## src/rtl/udiv9_seq_pkg.sv

```systemverilog
// udiv9_seq_pkg: shared constants for the sequential restoring divider.
//   - add2 operand/result widths (the divisor/dividend defaults derive from them)
//   - FSM state encoding and the typed state enum built on it
package udiv9_seq_pkg;

    // Width of the two-operand adder used by the compare-subtract step.
    localparam int unsigned ADD2_OP_W  = 8;
    localparam int unsigned ADD2_RES_W = ADD2_OP_W + 1;

    // Default datapath widths: dividend/quotient match the adder result,
    // divisor/remainder match the adder operand.
    localparam int unsigned DIVIDEND_W_DEF = ADD2_RES_W;
    localparam int unsigned DIVISOR_W_DEF  = ADD2_OP_W;

    // FSM state encoding.
    localparam logic [1:0] ST_IDLE_ENC = 2'd0;
    localparam logic [1:0] ST_RUN_ENC  = 2'd1;
    localparam logic [1:0] ST_DONE_ENC = 2'd2;

    typedef enum logic [1:0] {
        StIdle = ST_IDLE_ENC,
        StRun  = ST_RUN_ENC,
        StDone = ST_DONE_ENC
    } state_e;

endpackage

```

## src/rtl/udiv_step.sv

```systemverilog
// udiv_step: one combinational restoring-division step.
//   pr_i      - shifted partial remainder (DIVISOR_W+1 bits)
//   divisor_i - divisor
//   rem_o     - next partial remainder (always < divisor_i when divisor_i != 0)
//   q_bit_o   - quotient bit: 1 when pr_i >= divisor_i
module udiv_step #(
    parameter int unsigned DIVISOR_W = 8
) (
    input  logic [DIVISOR_W:0]   pr_i,
    input  logic [DIVISOR_W-1:0] divisor_i,
    output logic [DIVISOR_W-1:0] rem_o,
    output logic                 q_bit_o
);

    logic               borrow;
    logic [DIVISOR_W:0] diff;
    logic               unused_diff_msb;

    // The borrow out of the subtraction doubles as the compare result.
    always_comb begin
        {borrow, diff} = {1'b0, pr_i} - {2'b00, divisor_i};
        q_bit_o        = ~borrow;
        // On a successful subtract the difference is < divisor, so its MSB is 0.
        rem_o          = q_bit_o ? diff[DIVISOR_W-1:0] : pr_i[DIVISOR_W-1:0];
    end

    assign unused_diff_msb = diff[DIVISOR_W];

endmodule

```

## src/rtl/udiv9_seq.sv

```systemverilog
// udiv9_seq: sequential restoring unsigned divider, one quotient bit per cycle.
//   clk, rst_n           - clock, asynchronous active-low reset
//   in_valid / in_ready  - request handshake; in_ready high only in IDLE
//   dividend, divisor    - operands, captured on the accepting edge
//   out_valid / out_ready- result handshake; out_valid high only in DONE
//   quotient, remainder  - registered results, held while out_valid && !out_ready
//   div_by_zero          - registered flag, valid with out_valid
// Divide by zero skips RUN: quotient = all ones, remainder = low dividend bits.
module udiv9_seq
    import udiv9_seq_pkg::*;
#(
    parameter int unsigned DIVIDEND_W = DIVIDEND_W_DEF,
    parameter int unsigned DIVISOR_W  = DIVISOR_W_DEF
) (
    input  logic                  clk,
    input  logic                  rst_n,
    input  logic                  in_valid,
    output logic                  in_ready,
    input  logic [DIVIDEND_W-1:0] dividend,
    input  logic [DIVISOR_W-1:0]  divisor,
    output logic                  out_valid,
    input  logic                  out_ready,
    output logic [DIVIDEND_W-1:0] quotient,
    output logic [DIVISOR_W-1:0]  remainder,
    output logic                  div_by_zero
);

    localparam int unsigned     CntW    = (DIVIDEND_W > 1) ? $clog2(DIVIDEND_W) : 1;
    localparam logic [CntW-1:0] CntLoad = CntW'(DIVIDEND_W - 1);

    state_e state_q, state_d;

    logic [CntW-1:0]       cnt_q, cnt_d;
    logic [DIVIDEND_W-1:0] dvd_q, dvd_d;
    logic [DIVISOR_W-1:0]  dvs_q, dvs_d;
    logic [DIVISOR_W-1:0]  rem_q, rem_d;
    logic [DIVIDEND_W-1:0] quo_q, quo_d;
    logic                  dbz_q, dbz_d;

    logic                  dvs_zero;
    logic [DIVISOR_W-1:0]  step_rem;
    logic                  step_q;

    assign dvs_zero = (divisor == '0);

    // Next dividend bit (MSB of the shifting dividend) enters the partial remainder.
    udiv_step #(
        .DIVISOR_W (DIVISOR_W)
    ) u_step (
        .pr_i      ({rem_q, dvd_q[DIVIDEND_W-1]}),
        .divisor_i (dvs_q),
        .rem_o     (step_rem),
        .q_bit_o   (step_q)
    );

    // FSM state register.
    always_ff @(posedge clk or negedge rst_n) begin
        if (!rst_n) begin
            state_q <= StIdle;
        end else begin
            state_q <= state_d;
        end
    end

    // FSM next state.
    always_comb begin
        state_d = state_q;
        unique case (state_q)
            StIdle: if (in_valid) state_d = dvs_zero ? StDone : StRun;
            StRun:  if (cnt_q == '0) state_d = StDone;
            StDone: if (out_ready) state_d = StIdle;
            default: state_d = StIdle;
        endcase
    end

    // FSM outputs, purely from state.
    always_comb begin
        in_ready  = (state_q == StIdle);
        out_valid = (state_q == StDone);
    end

    // Datapath next state.
    always_comb begin
        cnt_d = cnt_q;
        dvd_d = dvd_q;
        dvs_d = dvs_q;
        rem_d = rem_q;
        quo_d = quo_q;
        dbz_d = dbz_q;
        if (state_q == StIdle && in_valid) begin
            dvd_d = dividend;
            dvs_d = divisor;
            dbz_d = dvs_zero;
            cnt_d = dvs_zero ? '0 : CntLoad;
            rem_d = dvs_zero ? dividend[DIVISOR_W-1:0] : '0;
            quo_d = dvs_zero ? '1 : '0;
        end else if (state_q == StRun) begin
            rem_d = step_rem;
            quo_d = {quo_q[DIVIDEND_W-2:0], step_q};
            dvd_d = dvd_q << 1;
            cnt_d = cnt_q - 1'b1;
        end
    end

    always_ff @(posedge clk or negedge rst_n) begin
        if (!rst_n) begin
            cnt_q <= '0;
            dvd_q <= '0;
            dvs_q <= '0;
            rem_q <= '0;
            quo_q <= '0;
            dbz_q <= 1'b0;
        end else begin
            cnt_q <= cnt_d;
            dvd_q <= dvd_d;
            dvs_q <= dvs_d;
            rem_q <= rem_d;
            quo_q <= quo_d;
            dbz_q <= dbz_d;
        end
    end

    assign quotient    = quo_q;
    assign remainder   = rem_q;
    assign div_by_zero = dbz_q;

endmodule

```

## config.mk

```make
export PLATFORM = sky130hd
export DESIGN_NAME = udiv9_seq
export DESIGN_NICKNAME = d
export VERILOG_FILES = /design/src/rtl/udiv9_seq_pkg.sv /design/src/rtl/udiv_step.sv /design/src/rtl/udiv9_seq.sv
export SDC_FILE = /design/constraint.sdc
export NUM_CORES = 1
export LEC_CHECK = 0
export CORE_ASPECT_RATIO = 1.5
export CORE_MARGIN = 8
export CORE_UTILIZATION = 47
export CTS_BUF_LIST = sky130_fd_sc_hd__clkbuf_16
export CTS_CLUSTER_SIZE = 16
export DETAILED_ROUTE_END_ITERATION = 10
export PLACE_DENSITY = 0.85
export SLEW_MARGIN = 15
export SYNTH_ARGS = -nofsm -noshare
export SYNTH_HDL_FRONTEND = slang
export SYNTH_SLANG_ARGS = --single-unit
export TNS_END_PERCENT = 100
```

## constraint.sdc

```tcl
create_clock -name clk -period 2.09 [get_ports clk]
set_clock_uncertainty 0.15 [all_clocks]
set_input_delay 0.627 -clock clk [delete_from_list [all_inputs] [get_ports clk]]
set_output_delay 0.627 -clock clk [all_outputs]
set_load 0.02 [all_outputs]
```

==> impl_metrics.tcl, run 1 <==
set metrics [dict create \
    status "complete, but fails checks" \
    violations "setup timing" \
    yosysWarnings 0 \
    cts_max_path_buffers 2 \
    ys_ff_latch 41 \
    clk_pin_slew_worst_paths_ps 60 \
    diodes 0 \
    rsz0062_at_grt "true" \
    drv_cap 0 \
    hold_viol 0 \
    firstDrtPassIters 4 \
    antenna_left 0 \
    synth_commonest_cells "41 x dfrtp_1, 35 x nand2_1, 22 x o21ai_0, 21 x nor2_1, 18 x nand3_1" \
    finalWeightedCongestion 0.845 \
    cts_made_buffers 5 \
    tritoncts "yes" \
    syn_area_um2 2250 \
    worstPathRequired_ps 2130 \
    yosysUniqueCellTypes 50 \
    worstPathMaxFanout 4 \
    yosysSeqAreaShare 0.456 \
    num_vias 2227 \
    postSynthAreaPerCell_um2 8.99 \
    rows 31 \
    grt_pass1_vias 2391 \
    multi_input_area_um2 1320 \
    start_util 0.475 \
    worst_slack_ps -143 \
    period_share 1.07 \
    syn_inst 250 \
    final_nets 361 \
    wirelength_um 7200 \
    fmax_ghz 0.448 \
    clock-root-buffer "clkbuf_16" \
    grt_pass1_wl_um 11300 \
    io_buffers 40 \
    yosysTopAreaCellShare 0.456 \
    p_per_area_nw_per_um2 2050 \
    grt_overflow 0 \
    grt_start_max_net_pins 42 \
    die_area_um2 7300 \
    hold_buffers 0 \
    max-slew-margin-rel 0.646 \
    htree_levels 2 \
    core_area_um2 4730 \
    synth-edff-count 0 \
    crit_type "flip-flop to flip-flop" \
    synth_top_area_cell "dfrtp_1" \
    track_usage 0.198 \
    die-width_um 72.5 \
    worst_hold_slack_ps 253 \
    wl_per_cell_um 18.1 \
    cp-end-kind "flip-flop" \
    seqCellArea_um2 1030 \
    setup_viol 8 \
    max_slew.worst_pin.slew_ps 531 \
    synth_most_common_cell "dfrtp_1" \
    viasPerCell 5.61 \
    start_kind "flip-flop" \
    hold_class "primary input to async pin" \
    drtIter0Drc 150 \
    vdd_drop_max_uv 874 \
    die_y_um 101 \
    drive_gt1_frac 0.308 \
    dp.final_hpwl_um 4690 \
    io_pins 41 \
    clock_latency_ps 280 \
    fill_cells 342 \
    synth_async_sr_flop_share 1.00 \
    ys.flop_type "dfrtp_1" \
    area_growth_pct 51.4 \
    drcViolationCount 0 \
    synth.area.top_cells "dfrtp_1 46%, nand2_1 5.8%, ha_1 5.0%" \
    antenna_found_initial 0 \
    cts.sinks 41 \
    maxSlewViolCount 0 \
    setup_tns_ps -663 \
    crit_arrival_ps 2270 \
    p_leak_nw 1.58 \
    min_period_ps 2230 \
    synth.net_count 281 \
]
-- what timing repair did --
item,in CTS,in global routing
gates resized for setup,42,24
pin swaps,15,17
gates cloned,1,0
setup buffers,3,4
setup endpoints to repair,30,13
-- layout by cell type (no fill, tap or decap), types with 6 or more instances in the layout --
cell	n
a21oi_1	7
inv_2	6
buf_4	38
buf_6	6
nor3_1	8
o21ai_0	19
dfrtp_1	36
inv_1	7
clkdlybuf4s50_1	18
o22ai_1	7
nor2_1	19
dlygate4sd2_1	16
nand2_1	33
nand3_1	18
-- logic make-up after synthesis --
logic type / after synthesis / share of synthesized area
buffers and inverters: 24 / 0.0434
DFF: 41 / 0.456
muxes: 5 / 0.0250
AOI/OAI and AO/OA: 64 / 0.183
adders and majority gates: 10 / 0.0590
xor gates and xnor gates: 3 / 0.0117
and+or+nand+nor: 103 / 0.221
-- flip-flops by register name, summed over array words and instances, names as in the netlist --
name         count
dvd_q            9
remainder        8
state_q          2
dvs_q            8
cnt_q            4
div_by_zero      1
quotient         9
-- worst paths after layout --
check / end / from / cells past startpoint / slack (ps)
setup / recovery: remainder[4] / remainder[5] / 8 / -140
hold / removal: dvs_q[0] / rst_n / 2 / 250
setup reg to reg: remainder[4] / remainder[5] / 8 / -140
hold reg to reg: div_by_zero / div_by_zero / 2 / 340
max in group asynchronous: remainder[6] / rst_n / 2 / 1130
min in group clk: div_by_zero / div_by_zero / 2 / 340
-- report_power, final --
| group | total [mW] | leakage (nW) | internal, mW | switching [mW] |
|---|---|---|---|---|
| Clock | 0.863 | 0.0826 | 0.555 | 0.308 |
| Combinational | 4.68 | 0.997 | 2.22 | 2.46 |
| Sequential | 1.45 | 0.503 | 1.19 | 0.266 |
-- routing by layer --
metal,vias up,GRT usage,part of all wire
met5,-,0,0
met4,0,0.102,0.038
met3,22,0.0378,0.042
met2,72,0.361,0.54
met1,1090,0.205,0.38
li1,1043,-,-
-- worst max-delay path: stages, from the launching register on --
cell	delay [ps]
dfrtp_2	440
ha_4	310
nand4b_1	190
and2b_4	330
nor3_4	50
buf_6	140
buf_6	130
mux2i_4	180
a211oi_2	220
-- cell type report --
cell class,instances,area share
clock buffers,5,0.0368
clock inverters,3,0.0110
inverters,12,0.0132
multi-input cells,185,0.388
flip-flops and latches,41,0.303
well taps,66,0.0243
repair buffers,85,0.223
-- through the flow --
step,std cells,power (mW),cell area (um^2),utilization,worst slack [ps]
6_report,397,6.99,3400,0.719,-143
5_1_grt,397,7.38,3400,0.719,-150
4_1_cts,393,6.45,3300,0.697,-57.1
3_5_place_dp,381,5.21,3040,0.641,-542
3_3_place_gp,381,5.09,3040,0.641,-457
2_1_floorplan,250,3.76,2320,-,-74.6
Note: power is estimated with default switching activity, not from simulation.
==> inputs of run 2 (changes only) <==
--- a/config.mk
+++ b/config.mk
@@ -5,15 +5,16 @@
 export SDC_FILE = /design/constraint.sdc
 export NUM_CORES = 1
 export LEC_CHECK = 0
-export CORE_ASPECT_RATIO = 1.5
+export CORE_ASPECT_RATIO = 1.25
 export CORE_MARGIN = 8
 export CORE_UTILIZATION = 47
 export CTS_BUF_LIST = sky130_fd_sc_hd__clkbuf_16
 export CTS_CLUSTER_SIZE = 16
 export DETAILED_ROUTE_END_ITERATION = 10
+export HOLD_SLACK_MARGIN = 0.1
 export PLACE_DENSITY = 0.85
 export SLEW_MARGIN = 15
 export SYNTH_ARGS = -nofsm -noshare
 export SYNTH_HDL_FRONTEND = slang
 export SYNTH_SLANG_ARGS = --single-unit
-export TNS_END_PERCENT = 100
+export TNS_END_PERCENT = 20
==> run 2 against run 1 <==
The run still ends with setup timing left; wire length down 7.4%; clock power up 0.6%; combinational power down 13%; critical endpoint is now remainder[1].
==> impl_metrics.tcl, run 2 (synthesis results as in run 1) <==
set metrics [dict create \
    maxSlewViolCount 0 \
    design_area_um2 3310 \
    grt_pass1_wl_um 11000 \
    viasPerCell 5.65 \
    drtIter0Drc 143 \
    fill_cells 348 \
    stdcell_count 387 \
    num_vias 2187 \
    rsz0062_at_grt "true" \
    cp-end-kind "flip-flop" \
    multi_input_area_um2 1280 \
    postPlaceCellArea_um2 3030 \
    dp.final_hpwl_um 4680 \
    period_share 1.01 \
    rows 28 \
    p_per_area_nw_per_um2 1930 \
    min_period_ps 2120 \
    worstPathRequired_ps 2130 \
    fmax_ghz 0.472 \
    drv_cap 0 \
    io_pins 41 \
    grt_start_max_net_pins 42 \
    start_util 0.483 \
    crit_type "flip-flop to flip-flop" \
    setup_viol 5 \
    final_common_cell "buf_4" \
    crit_arrival_ps 2160 \
    worstPathMaxFanout 5 \
    violations "setup timing" \
    seqCellArea_um2 1030 \
    antenna_found_initial 0 \
    finalPower_mw 6.39 \
    hold_viol 0 \
    max-slew-margin-rel 0.754 \
    core_area_um2 4660 \
    wl_per_cell_um 17.2 \
    cts_max_path_buffers 2 \
    die-width_um 77.9 \
    firstDrtPassIters 4 \
    final_nets 357 \
    grt_overflow 0 \
    die_y_um 93.3 \
    track_usage 0.187 \
    setup_tns_ps -106 \
    tritoncts "yes" \
    p_leak_nw 1.55 \
    area_growth_pct 47.4 \
    antenna_left 0 \
    clk_pin_slew_worst_paths_ps 60 \
    clock_latency_ps 280 \
    clock-root-buffer "clkbuf_16" \
    htree_levels 2 \
    cts_made_buffers 5 \
    start_kind "flip-flop" \
    io_buffers 40 \
    drcViolationCount 0 \
    drive_gt1_frac 0.294 \
    finalWeightedCongestion 0.890 \
    layout_common_cells "37 x buf_4, 36 x dfrtp_1, 32 x nand2_1" \
    worst_slack_ps -30.8 \
    diodes 0 \
    max_slew.worst_pin.slew_ps 366 \
    dp.cells 375 \
    die_area_um2 7270 \
    hold_class "primary input to async pin" \
    cts.sinks 41 \
    grt_pass1_vias 2322 \
    wirelength_um 6670 \
    status "complete, but fails checks" \
    vdd_drop_max_uv 832 \
    hold_buffers 0 \
]
## run 2: where the power goes
group          switching (mW)  internal (mW)
Combinational            2.13           1.94
Sequential              0.266           1.19
Clock                   0.309          0.559
Total                    2.71           3.68
## run 2: critical path: stages, from the launching register on
cell      delay, ps
dfrtp_2         430
ha_4            250
nand4b_1        150
and2b_4         220
nor3_4          300
mux2_4          340
a211oi_2        190
## run 2: worst paths after layout
| path | startpoint | endpoint | slack (ps) | cells past startpoint |
|---|---|---|---|---|
| worst min-delay path | rst_n | dvs_q[7] | 160 | 2 |
| min in group clk | dvs_q[0] | dvs_q[0] | 340 | 2 |
| worst max-delay path | remainder[4] | remainder[1] | -30 | 6 |
| max in group asynchronous | rst_n | remainder[3] | 1410 | 2 |
| worst max register to register | remainder[4] | remainder[1] | -30 | 6 |
| worst min register to register | dvs_q[0] | dvs_q[0] | 340 | 2 |
## run 2: metal layers
layer  GRT usage  up-vias  part of all wire
li1            -     1039                 -
met1       0.233     1074              0.43
met2       0.307       62              0.50
met3      0.0413       12             0.045
met4      0.0773        0             0.019
met5           0        -                 0
## run 2: repair_timing
action | CTS | global route
hold endpoints to repair | 0 | 0
resized for setup | 39 | 18
pin swaps | 13 | 8
setup buffers | 2 | 1
gates cloned | 1 | 0
endpoints found under the setup margin | 30 | 17
## run 2: layout make-up
class,instances,share of cell area
Inverter,12,0.0136
Timing Repair Buffer,81,0.217
Multi-Input combinational cell,185,0.385
Tap cell,60,0.0227
Sequential cell,41,0.311
Clock buffer,5,0.0378
Clock inverter,3,0.0125
## run 2: per-stage QoR
| stage | util | hold WS (ps) | setup WS (ps) |
|---|---|---|---|
| 4_1_cts | 0.700 | 164 | -31.9 |
| 2_1_floorplan | - | 181 | -74.6 |
| 6_report | 0.711 | 156 | -30.8 |
| 5_1_grt | 0.711 | 181 | -98.2 |
| 3_5_place_dp | 0.650 | 323 | -479 |
| 3_3_place_gp | 0.650 | 323 | -412 |
